===== config.mk =====
export PLATFORM = sky130hd
export DESIGN_NAME = serial_addsub_311
export DESIGN_NICKNAME = d
export VERILOG_FILES = /design/src/rtl/addsub_pkg_311.sv /design/src/rtl/fa_cell_311.sv /design/src/rtl/serial_addsub_311.sv
export SDC_FILE = /design/constraint.sdc
export NUM_CORES = 1
export LEC_CHECK = 0
export CORE_MARGIN = 10
export CORE_UTILIZATION = 30
export CTS_BUF_LIST = sky130_fd_sc_hd__clkbuf_16
export CTS_CLUSTER_DIAMETER = 30
export CTS_CLUSTER_SIZE = 28
export DETAILED_ROUTE_END_ITERATION = 10
export DONT_BUFFER_PORTS = 1
export GPL_TIMING_DRIVEN = 0
export PLACE_DENSITY = 0.5
export RECOVER_POWER = 25
export SLEW_MARGIN = 30
export SYNTH_ARGS = -nofsm -noshare
export SYNTH_HDL_FRONTEND = slang
export SYNTH_SLANG_ARGS = --single-unit

===== constraint.sdc =====
create_clock -name clk_311 -period 1.9 [get_ports clk_311]
set_input_delay 0.19 -clock clk_311 [delete_from_list [all_inputs] [get_ports clk_311]]
set_output_delay 0.19 -clock clk_311 [all_outputs]
set_load 0.02 [all_outputs]

===== src/rtl/addsub_pkg_311.sv =====
// rtl/addsub_pkg_311.sv - shared constants and FSM state encoding for the serial adder/subtractor
package addsub_pkg_311;

    localparam int WIDTH_DEFAULT = 8;

    typedef enum logic [1:0] {
        IDLE = 2'd0,
        RUN  = 2'd1,
        DONE = 2'd2
    } state_t;

endpackage


===== src/rtl/fa_cell_311.sv =====
// rtl/fa_cell_311.sv - 1-bit combinational full adder used as the serial datapath
module fa_cell_311 (
    input  logic a,
    input  logic b,
    input  logic cin,
    output logic s,
    output logic cout
);

    assign s    = a ^ b ^ cin;
    assign cout = (a & b) | (a & cin) | (b & cin);

endmodule


===== src/rtl/serial_addsub_311.sv =====
// rtl/serial_addsub_311.sv - bit-serial add/subtract, LSB first; SERIAL_ADDSUB_OVF_EN adds ovf_311
module serial_addsub_311
    import addsub_pkg_311::*;
#(
    parameter int WIDTH = WIDTH_DEFAULT
) (
    input  logic             clk_311,
    input  logic             rst_n_311,
    input  logic             start_311,
    input  logic             sub_311,
    input  logic [WIDTH-1:0] a_311,
    input  logic [WIDTH-1:0] b_311,
    output logic             busy_311,
    output logic             done_311,
    output logic [WIDTH-1:0] sum_311,
    output logic             cout_311
`ifdef SERIAL_ADDSUB_OVF_EN
    ,
    output logic             ovf_311
`endif
);

    localparam int CW = (WIDTH > 1) ? $clog2(WIDTH) : 1;

    state_t           state_q;
    state_t           state_d;
    logic [WIDTH-1:0] a_q;
    logic [WIDTH-1:0] b_q;
    logic [WIDTH-1:0] sum_q;
    logic [CW-1:0]    cnt_q;
    logic             sub_q;
    logic             carry_q;
    logic             cout_q;
    logic             accept;
    logic             last_bit;
    logic             fa_s;
    logic             fa_cout;

    // Subtraction is a + ~b + 1: invert B per bit and preload the carry with 1.
    fa_cell_311 u_fa (
        .a    (a_q[0]),
        .b    (b_q[0] ^ sub_q),
        .cin  (carry_q),
        .s    (fa_s),
        .cout (fa_cout)
    );

    assign last_bit = (cnt_q == CW'(WIDTH - 1));

    always_comb begin
        state_d = state_q;
        accept  = 1'b0;
        case (state_q)
            IDLE: begin
                if (start_311) begin
                    accept  = 1'b1;
                    state_d = RUN;
                end
            end
            RUN:     if (last_bit) state_d = DONE;
            DONE:    state_d = IDLE;
            default: state_d = IDLE;
        endcase
    end

    always_ff @(posedge clk_311 or negedge rst_n_311) begin
        if (!rst_n_311) begin
            state_q <= IDLE;
        end else begin
            state_q <= state_d;
        end
    end

    always_ff @(posedge clk_311 or negedge rst_n_311) begin
        if (!rst_n_311) begin
            a_q     <= '0;
            b_q     <= '0;
            sub_q   <= 1'b0;
            carry_q <= 1'b0;
            cnt_q   <= '0;
            sum_q   <= '0;
            cout_q  <= 1'b0;
        end else if (accept) begin
            a_q     <= a_311;
            b_q     <= b_311;
            sub_q   <= sub_311;
            carry_q <= sub_311;
            cnt_q   <= '0;
        end else if (state_q == RUN) begin
            a_q     <= {1'b0, a_q[WIDTH-1:1]};
            b_q     <= {1'b0, b_q[WIDTH-1:1]};
            sum_q   <= {fa_s, sum_q[WIDTH-1:1]};
            carry_q <= fa_cout;
            cnt_q   <= cnt_q + 1'b1;
            if (last_bit) begin
                cout_q <= fa_cout;
            end
        end
    end

`ifdef SERIAL_ADDSUB_OVF_EN
    logic ovf_q;

    // During the MSB cycle carry_q is the carry into the MSB.
    always_ff @(posedge clk_311 or negedge rst_n_311) begin
        if (!rst_n_311) begin
            ovf_q <= 1'b0;
        end else if (state_q == RUN && last_bit) begin
            ovf_q <= carry_q ^ fa_cout;
        end
    end

    assign ovf_311 = ovf_q;
`endif

    assign busy_311 = (state_q != IDLE);
    assign done_311 = (state_q == DONE);
    assign sum_311  = sum_q;
    assign cout_311 = cout_q;

endmodule


### Word level (Yosys, flattened, before mapping)

Index checks and enable logic that the tools add are counted.

| operators by class | value |
|---|---|
| eq/ne operators | 5 |
| bitwise operators | 9 |
| reductions and logical operators | 6 |
| add/sub/neg operators | 1 |
| muxes and demuxes | 13 |

Operators by type and width:

| operator | number |
|---|---|
| 8-bit 2-to-1 mux | 4 |
| 3-bit 2-to-1 mux | 2 |
| 1-bit 2-to-1 mux | 4 |
| 2-bit 2-to-1 mux | 2 |
| 2-bit inequality test (second input constant) | 2 |
| 2-bit one-hot mux with 2 select lines | 1 |
| 2-bit AND reduction | 2 |
| 2-bit nonzero test | 2 |
| 3-bit by 1-bit adder with 3-bit output (second input constant) | 1 |
| 1-bit AND | 3 |
| 3-bit == test (second input constant) | 1 |
| 3-bit AND reduction | 1 |
| 1-bit XOR | 3 |
| 2-bit by 1-bit == test with 1-bit output (second input constant) | 1 |
| 2-bit == test (second input constant) | 1 |
| 2-bit logical NOT | 1 |
| 1-bit OR | 2 |
| 1-bit inverter | 1 |

| word-level totals | value |
|---|---|
| logic and storage cells | 42 |
| flip-flop bits (word level) | 32 |
| output and inout bits | 11 |
| input bits | 20 |

### Logic depth before layout (Yosys ltp)

| depth | value |
|---|---|
| word-level depth | 6 |
| mapped depth | 5 |
| depth with buffers taken out | 5 |

### Modules after synthesis

A second synthesis with hierarchy kept.

| second synthesis, totals | value |
|---|---|
| cell total of the unflattened synthesis | 145 |
| area, all modules | 1426.4 sq um |

Modules (own cells, without submodules):

| module | cells an instance | times used | area each (sq um) | sequential area each (sq um) |
|---|---|---|---|---|
| serial_addsub_311 | 144 | 1 | 1406.3 | 800.8 |
| fa_cell_311 | 1 | 1 | 20.0 | 0.0 |

### Worst setup path after synthesis

OpenSTA, ideal clock, no wires.

| timing path | value |
|---|---|
| path kind | reg-to-reg |
| start point | register state_q[0] |
| end point | register b_q[3] |
| setup slack | 0.607 ns |
| data arrival time | 1.171 ns |
| setup time | 0.123 ns |
| stages on the path, launching flop included | 4 |
| path buffers | 0 |
| required time | 1.777 ns |
| period minus slack after synthesis | 1.293 ns |
| path through | dfrtp_1 -> or2_1 -> or3b_1 -> o221a_2 |

| between the ends | value |
|---|---|
| word-level cells in the longest chain between the ends | 3 |
| elaborated cells between the ends (all ways) | 5 |
| those cells by class | eq/ne: 1; mux: 2; reduce/logical: 2 |

RTL lines:

| element | RTL line | text |
|---|---|---|
| start, declared | serial_addsub_311.sv:25 | `state_t state_q;` |
| start signal, assigned | serial_addsub_311.sv:70 | `state_q <= state_d;` |
| 2-bit logical NOT | serial_addsub_311.sv:53 | `case (state_q)` |
| 1-bit 2-to-1 mux | serial_addsub_311.sv:53 |  |
| 8-bit 2-to-1 mux or 2-bit nonzero test (tied branches) | n/a |  |
| end signal, assigned | serial_addsub_311.sv:91 | `b_q <= {1'b0, b_q[WIDTH-1:1]};` |
| end, declared | serial_addsub_311.sv:28 | `logic [WIDTH-1:0] b_q;` |

Parallel ways exist; a longest one is shown, timed or not.
A chain may end at the register's enable or synchronous reset.

### Worst setup path after layout

| timing path | value |
|---|---|
| start point | register state_q[1] |
| end point | output done_311 |

| between the ends | value |
|---|---|
| word-level cells in the longest chain between the ends | 1 |

RTL lines:

| element | RTL line | text |
|---|---|---|
| 2-bit == test | serial_addsub_311.sv:117 | `assign done_311 = (state_q == DONE);` |
| end, declared | serial_addsub_311.sv:14 | `output logic done_311,` |

No other way between the ends.

==> flow_metrics.tcl <==
set metrics [dict create \
    outcome "completed" \
    max_cap_viol_count 0 \
    cp-start-kind "flop" \
    avgViaCountPerCell 5.28 \
    initial_utilization_pct 30.6 \
    detailedPlace.worstSlack_ns 0.473 \
    detailed_place_hpwl_um 2620 \
    yosys_register_bits 32 \
    route.vias.total 1088 \
    post_route_setup_tns_ns 0 \
    ff2ff_setup_slack_ns 0.52 \
    die-width_um 88.9 \
    cts.sinks 32 \
    fp-row-count 25 \
    finalHoldViolations 0 \
    pin_count 31 \
    setup_ws_ns 0.149 \
    utilization_pct 35.8 \
    die-area_mm2 0.00790 \
    drt_first_pass_iters 4 \
    grt_start_max_net_pins 33 \
    post_drt_wl_per_cell_um 17.3 \
    yosysSeqAreaShare_pct 56.2 \
    synth_async_sr_flop_share_pct 100 \
    cell_chain_critical_path "buf_2 > inv_1 > buf_2 > nor2_1" \
    drc_errors 0 \
    p_leak_nw 0.757 \
    synth_top_cell_area_share_pct 56.2 \
    dominantRegCellSynth "sky130_fd_sc_hd__dfrtp_1" \
    max_freq_mhz 571 \
    synth_area_leaders "sky130_fd_sc_hd__dfrtp_1, sky130_fd_sc_hd__o22ai_1, sky130_fd_sc_hd__nand2_1" \
    post_synth_cell_types 27 \
    syn-num-nets 165 \
    antenna_cell_count 0 \
    cts_setup_buffers 0 \
    number_of_enable_type_register_cells_in_the_synthesized_netlist 0 \
    post_cts_resized 0 \
    irDropWorstVdd_mv 0.613 \
    overflow 0 \
    core_area_mm2 0.00466 \
    worst-path-max-fanout 10 \
    clock_path_buffers 2 \
    path_clk_slew_ns 0.05 \
    power-per-cell-area_mw_per_mm2 1940 \
    maxSlewViolCount 0 \
    timing.critical_path.slowest_stage_cell "sky130_fd_sc_hd__dfrtp_1" \
    crit_arrival_ns 1.56 \
    clock_tree.htree_level_count 2 \
    finalSetupViolCount 0 \
    ys.warnings.count 0 \
    io_buffer_count 0 \
    final_min_period_ns 1.75 \
    synthesis.area_mm2 0.00142 \
    fin_worst_hold_slack_ns 0.0519 \
    grt.total_usage_pct 9.69 \
    floorplan.die.height_um 88.9 \
    timing_worst_setup_path_type "reg2out" \
    tightest_slew_ns 0.803 \
    via_count_of_the_first_global_routing_pass 1147 \
    critical-path-top-cell-by-count "sky130_fd_sc_hd__buf_2" \
    drt_iter0_markers 41 \
    tritoncts "yes" \
    cpPeakStageDelay_ns 0.36 \
    grt_setup_unrepaired "no" \
    post-synth-top-area-cell "sky130_fd_sc_hd__dfrtp_1" \
    numCtsBuffers 5 \
    crit_buf_inv 3 \
    period_share_pct 92.2 \
    clk-insertion-delay-late_ns 0.27 \
    cpLargestDelayFamily "buffers and inverters" \
    syn2layout_area_growth_pct 17.3 \
    clockRootBuffer "sky130_fd_sc_hd__clkbuf_16" \
    wirelength_um 3560 \
    maxSlewHeadroom_pct 46.5 \
    tightest_hold_check_type "in2reg" \
    synth_area_per_cell_um2 10.0 \
    synthesis.instances 142 \
    crit_path_end_kind "output pin" \
    drive_gt1_share_pct 12.5 \
    num-nets-final 174 \
    globalplace.congestion 0.759 \
    number_of_antenna_violations_at_the_first_check_in_global_routing 0 \
    critical_path_required_ns 1.71 \
    timing.clock.skew_ns 0.00408 \
    stdcell_count 206 \
    dpl.cell_count 196 \
    antenna_left 0 \
    grt_pass1_wl_um 5930 \
]
[layout by cell type (no fill, tap or decap), types with 2 or more instances in the layout]
cell	synthesis	final
sky130_fd_sc_hd__nand2_1	26	26
sky130_fd_sc_hd__clkbuf_1	2	2
sky130_fd_sc_hd__nand2b_1	4	4
sky130_fd_sc_hd__ha_1	2	2
sky130_fd_sc_hd__o22ai_1	24	24
sky130_fd_sc_hd__o21ai_0	5	5
sky130_fd_sc_hd__nor2_1	4	4
sky130_fd_sc_hd__nor2b_1	2	2
sky130_fd_sc_hd__clkbuf_16	0	5
sky130_fd_sc_hd__dfrtp_1	32	32
sky130_fd_sc_hd__inv_1	5	6
sky130_fd_sc_hd__buf_2	6	6
sky130_fd_sc_hd__a21oi_1	13	13
sky130_fd_sc_hd__a22o_1	2	2
sky130_fd_sc_hd__a2bb2oi_1	2	2
[final cells by class]
type | instances | area (µm²)
Clock buffer | 5 | 125
Buffer | 9 | 45.0
Timing Repair Buffer | 2 | 15.0
Fill cell | 460 | 2990
Tap cell | 54 | 67.6
Clock inverter | 3 | 38.8
Multi-Input combinational cell | 96 | 559
Sequential cell | 32 | 801
Inverter | 5 | 18.8
[metrics by stage]
| step | area [µm²] | power (mW) |
|---|---|---|
| after floorplan | 1420 | 2.09 |
| after global placement | 1490 | 2.29 |
| after detailed placement | 1490 | 2.36 |
| after CTS | 1690 | 3.29 |
| after global routing | 1670 | 3.51 |
| final | 1670 | 3.24 |
[worst paths after layout]
kind	from	endpoint	depth (start not counted)
min reg2reg	cnt_q[1]$_DFFE_PN0P_	cnt_q[1]$_DFFE_PN0P_	1
max reg2reg	state_q[0]$_DFFE_PN0P_	b_q[4]$_DFFE_PN0P_	4
max	state_q[1]$_DFFE_PN0P_	done_311	4
min	a_311[7]	a_q[7]$_DFFE_PN0P_	2
max in group asynchronous	rst_n_311	cnt_q[2]$_DFFE_PN0P_	2
min in group asynchronous	rst_n_311	sum_311[3]$_DFFE_PN0P_	2
[power breakdown]
part | switching [mW] | internal [mW] | total [mW]
Clock | 0.280 | 0.610 | 0.890
Sequential | 0.353 | 1.00 | 1.35
Combinational | 0.553 | 0.446 | 0.999
Total | 1.19 | 2.06 | 3.24
[state kept, by name, indices dropped and copies added (netlist names)]
register	count
state_q	2
carry_q	1
cout_311	1
sum_311	8
cnt_q	3
b_q	8
sub_q	1
a_q	8
[routing by layer]
layer	global-route usage (%)	share of wire, %	vias to the layer above
met4	3.38	1.7	0
met3	4.65	10	6
met1	12.0	44	512
met2	14.3	44	45
li1	-	-	525
met5	0	0	-
[cells by family after synthesis]
family | Yosys count | synth area share (%)
AOI/OAI and AO/OA | 50 | 21.7
and+or+nand+nor | 41 | 13.0
DFF | 32 | 56.2
buffers and inverters | 14 | 4.48
adders and majority gates | 3 | 3.16
xor gates and xnor gates | 1 | 0.615
muxes | 1 | 0.791
[cells in the mapped netlist, types with 2 or more instances]
cell type	count
sky130_fd_sc_hd__nand2_1	26
sky130_fd_sc_hd__inv_1	5
sky130_fd_sc_hd__a22o_1	2
sky130_fd_sc_hd__o21ai_0	5
sky130_fd_sc_hd__a21oi_1	13
sky130_fd_sc_hd__nand2b_1	4
sky130_fd_sc_hd__ha_1	2
sky130_fd_sc_hd__a2bb2oi_1	2
sky130_fd_sc_hd__o22ai_1	24
sky130_fd_sc_hd__buf_2	6
sky130_fd_sc_hd__nor2_1	4
sky130_fd_sc_hd__dfrtp_1	32
sky130_fd_sc_hd__nor2b_1	2
sky130_fd_sc_hd__clkbuf_1	2
[timing repair]
item,CTS,global route
endpoints found under the setup margin,0,0
hold endpoints to repair,32,0
hold buffers,2,0
Power figures use the tool's default switching activity.
==> patch, RTL diff (same flow settings) <==
Register the inputs `start_311`, `sub_311`, `a_311` and `b_311` before use. The logic sees them one clock later.
--- a/src/rtl/serial_addsub_311.sv
+++ b/src/rtl/serial_addsub_311.sv
@@ -23,2 +23,14 @@
     localparam int CW = (WIDTH > 1) ? $clog2(WIDTH) : 1;
+
+    logic start_311_q;
+    logic sub_311_q;
+    logic [WIDTH-1:0] a_311_q;
+    logic [WIDTH-1:0] b_311_q;
+
+    always_ff @(posedge clk_311) begin
+        start_311_q <= start_311;
+        sub_311_q   <= sub_311;
+        a_311_q     <= a_311;
+        b_311_q     <= b_311;
+    end
 
@@ -54,3 +66,3 @@
             IDLE: begin
-                if (start_311) begin
+                if (start_311_q) begin
                     accept  = 1'b1;
@@ -83,6 +95,6 @@
         end else if (accept) begin
-            a_q     <= a_311;
-            b_q     <= b_311;
-            sub_q   <= sub_311;
-            carry_q <= sub_311;
+            a_q     <= a_311_q;
+            b_q     <= b_311_q;
+            sub_q   <= sub_311_q;
+            carry_q <= sub_311_q;
             cnt_q   <= '0;
Formal check against the unedited RTL: not equivalent (a bounded check fails within 4 cycles, from zero or initial values and one cycle with rst_n_311 low).
==> patch against the original RTL <==
- synthesized area grew 28%
- count of clock-buffer cells in the layout increased by 1
- die area increased by 22%
- sequential cell count up 18
- total power increased by 18%
- routed wire length rose by 9.8%
- final area is 36% higher
- synthesized cell count increased by 11%
- critical path type unchanged
- largest cell class unchanged
- combinational power rose by 11%
- setup slack improved by 96 ps
- worst hold slack improved by 390 ps
- fmax rose by 5.8%
==> patch: results (changes against the original RTL) <==
min_path:
  min_path_cells: 1  # -1
  whs_endpoint: "a_311_q[3]"
  hold_path.class: "in2reg"
  min-delay-start: "a_311[3]"
power:
  combPwrFrac: 0.292  # -0.016
  leakagePower_nw: 1.004  # +33%
  ir_drop_mv: 0.5852  # -4.6%
  clock_power_share: 0.248  # -0.027
  power.switching_mw: 1.330  # +12%
critical_path:
  r2r_start: "b_q[0]"
  crit_fanout: 10  # unchanged
  reg2regPathDepth: 3  # -1
  arrival_ps: 1460  # -100 ps
  crit_start: "state_q[1]"
  rr_endpoint: "carry_q"
  reg2reg_slack_ps: 580  # +60 ps
layout:
  seq_area_um2: 1161  # +45%
  inv_count: 6  # +1
  drive_gt1_frac: 0.1398  # +0.01478
  multi_input_area_share: 0.2536  # -0.08126
  nFillCells: 573  # +25%
  fin_nets: 208  # +20%
  signal_buffers: 29  # +18
  clockBufferCount: 6  # +1
  comb.multi_input.count: 93  # -3.1%
  clock_area_frac: 0.07080  # -0.02733
  buffer_area_frac: 0.1153  # +0.07930
route:
  met2WireLength_mm: 1.741  # +12%
  m1WireLength_mm: 1.788  # +14%
  drt_iter0_markers: 54  # +32%
  wl_per_cell_um: 14.96  # -13%
  wl_met3_um: 327  # -9.9%
  vias_per_cell: 4.900  # -7.2%
synthesis:
  seq_area_frac_synth: 0.6347  # +0.07236
  ys_seq_elements: 50  # +56%
  ys_types: 29  # +7.4%
  synth_nets: 181  # +9.7%
  synthTopCellsByArea: "dfrtp_1 44%, dfxtp_1 20%, o22ai_1 6.8%, nand2_1 5.3%, a21oi_1 2.7%"
  ys_async_sr_fraction: 0.6400  # -0.3600
  synth_common_cells: "32 x dfrtp_1, 26 x nand2_1, 20 x o22ai_1"
timing:
  slew_headroom: 0.4614  # -0.003535
  clock_skew_ps: 5.062  # +0.9816 ps
  timing.hold.ws_ps: 441.0  # +389.1 ps
global_routing:
  grt.met2_usage: 0.1315  # -0.01148
  grt_pass1_vias: 1409  # +23%
  use_met3: 0.04228  # -0.004207
  use_met1: 0.1031  # -0.01705
  grt_pass1_wl_mm: 6.962  # +17%
  grt_use_total: 0.08662  # -0.01029
clocking:
  root_buffer: "clkbuf_16"
  clkLatencyLatePin_ps: 290  # +20 ps
  clk_path_buf_depth: 2  # unchanged
  clk_pin_slew_ps: 70  # +20 ps
placement:
  gp_congestion: 0.7425  # -2.2%
  dp_hpwl_mm: 2.721  # +4.0%
status:
  outcome: "completed"
-- patch: through the flow --
stage          std cells    util  setup WS (ps)  total power [mW]  cell area [um2]
6_report             261  0.3850          245.6             3.816             2280
3_3_place_gp         233  0.3248          538.1             2.798             1923
5_1_grt              261  0.3850          164.9             4.081             2280
2_1_floorplan        158       -          688.8             2.575             1829
3_5_place_dp         233  0.3248          572.7             2.856             1923
4_1_cts              261  0.3876          240.6             3.862             2295
-- patch: cell families (layout without fill, tap and decap cells) --
group | after synthesis | after routing | share of synthesized area
buffers and inverters | 15 | 43 | 0.04924
and+or+nand+nor | 42 | 42 | 0.1101
DFF | 50 | 50 | 0.6348
xor gates and xnor gates | 1 | 1 | 0.004789
AOI/OAI and AO/OA | 46 | 46 | 0.1703
muxes | 1 | 1 | 0.006156
adders and majority gates | 3 | 3 | 0.02462
-- patch: timing repair --
item,4_1_cts,5_1_grt
hold buffers,20,0
gates resized for setup,0,0
endpoints found under the hold margin,50,0
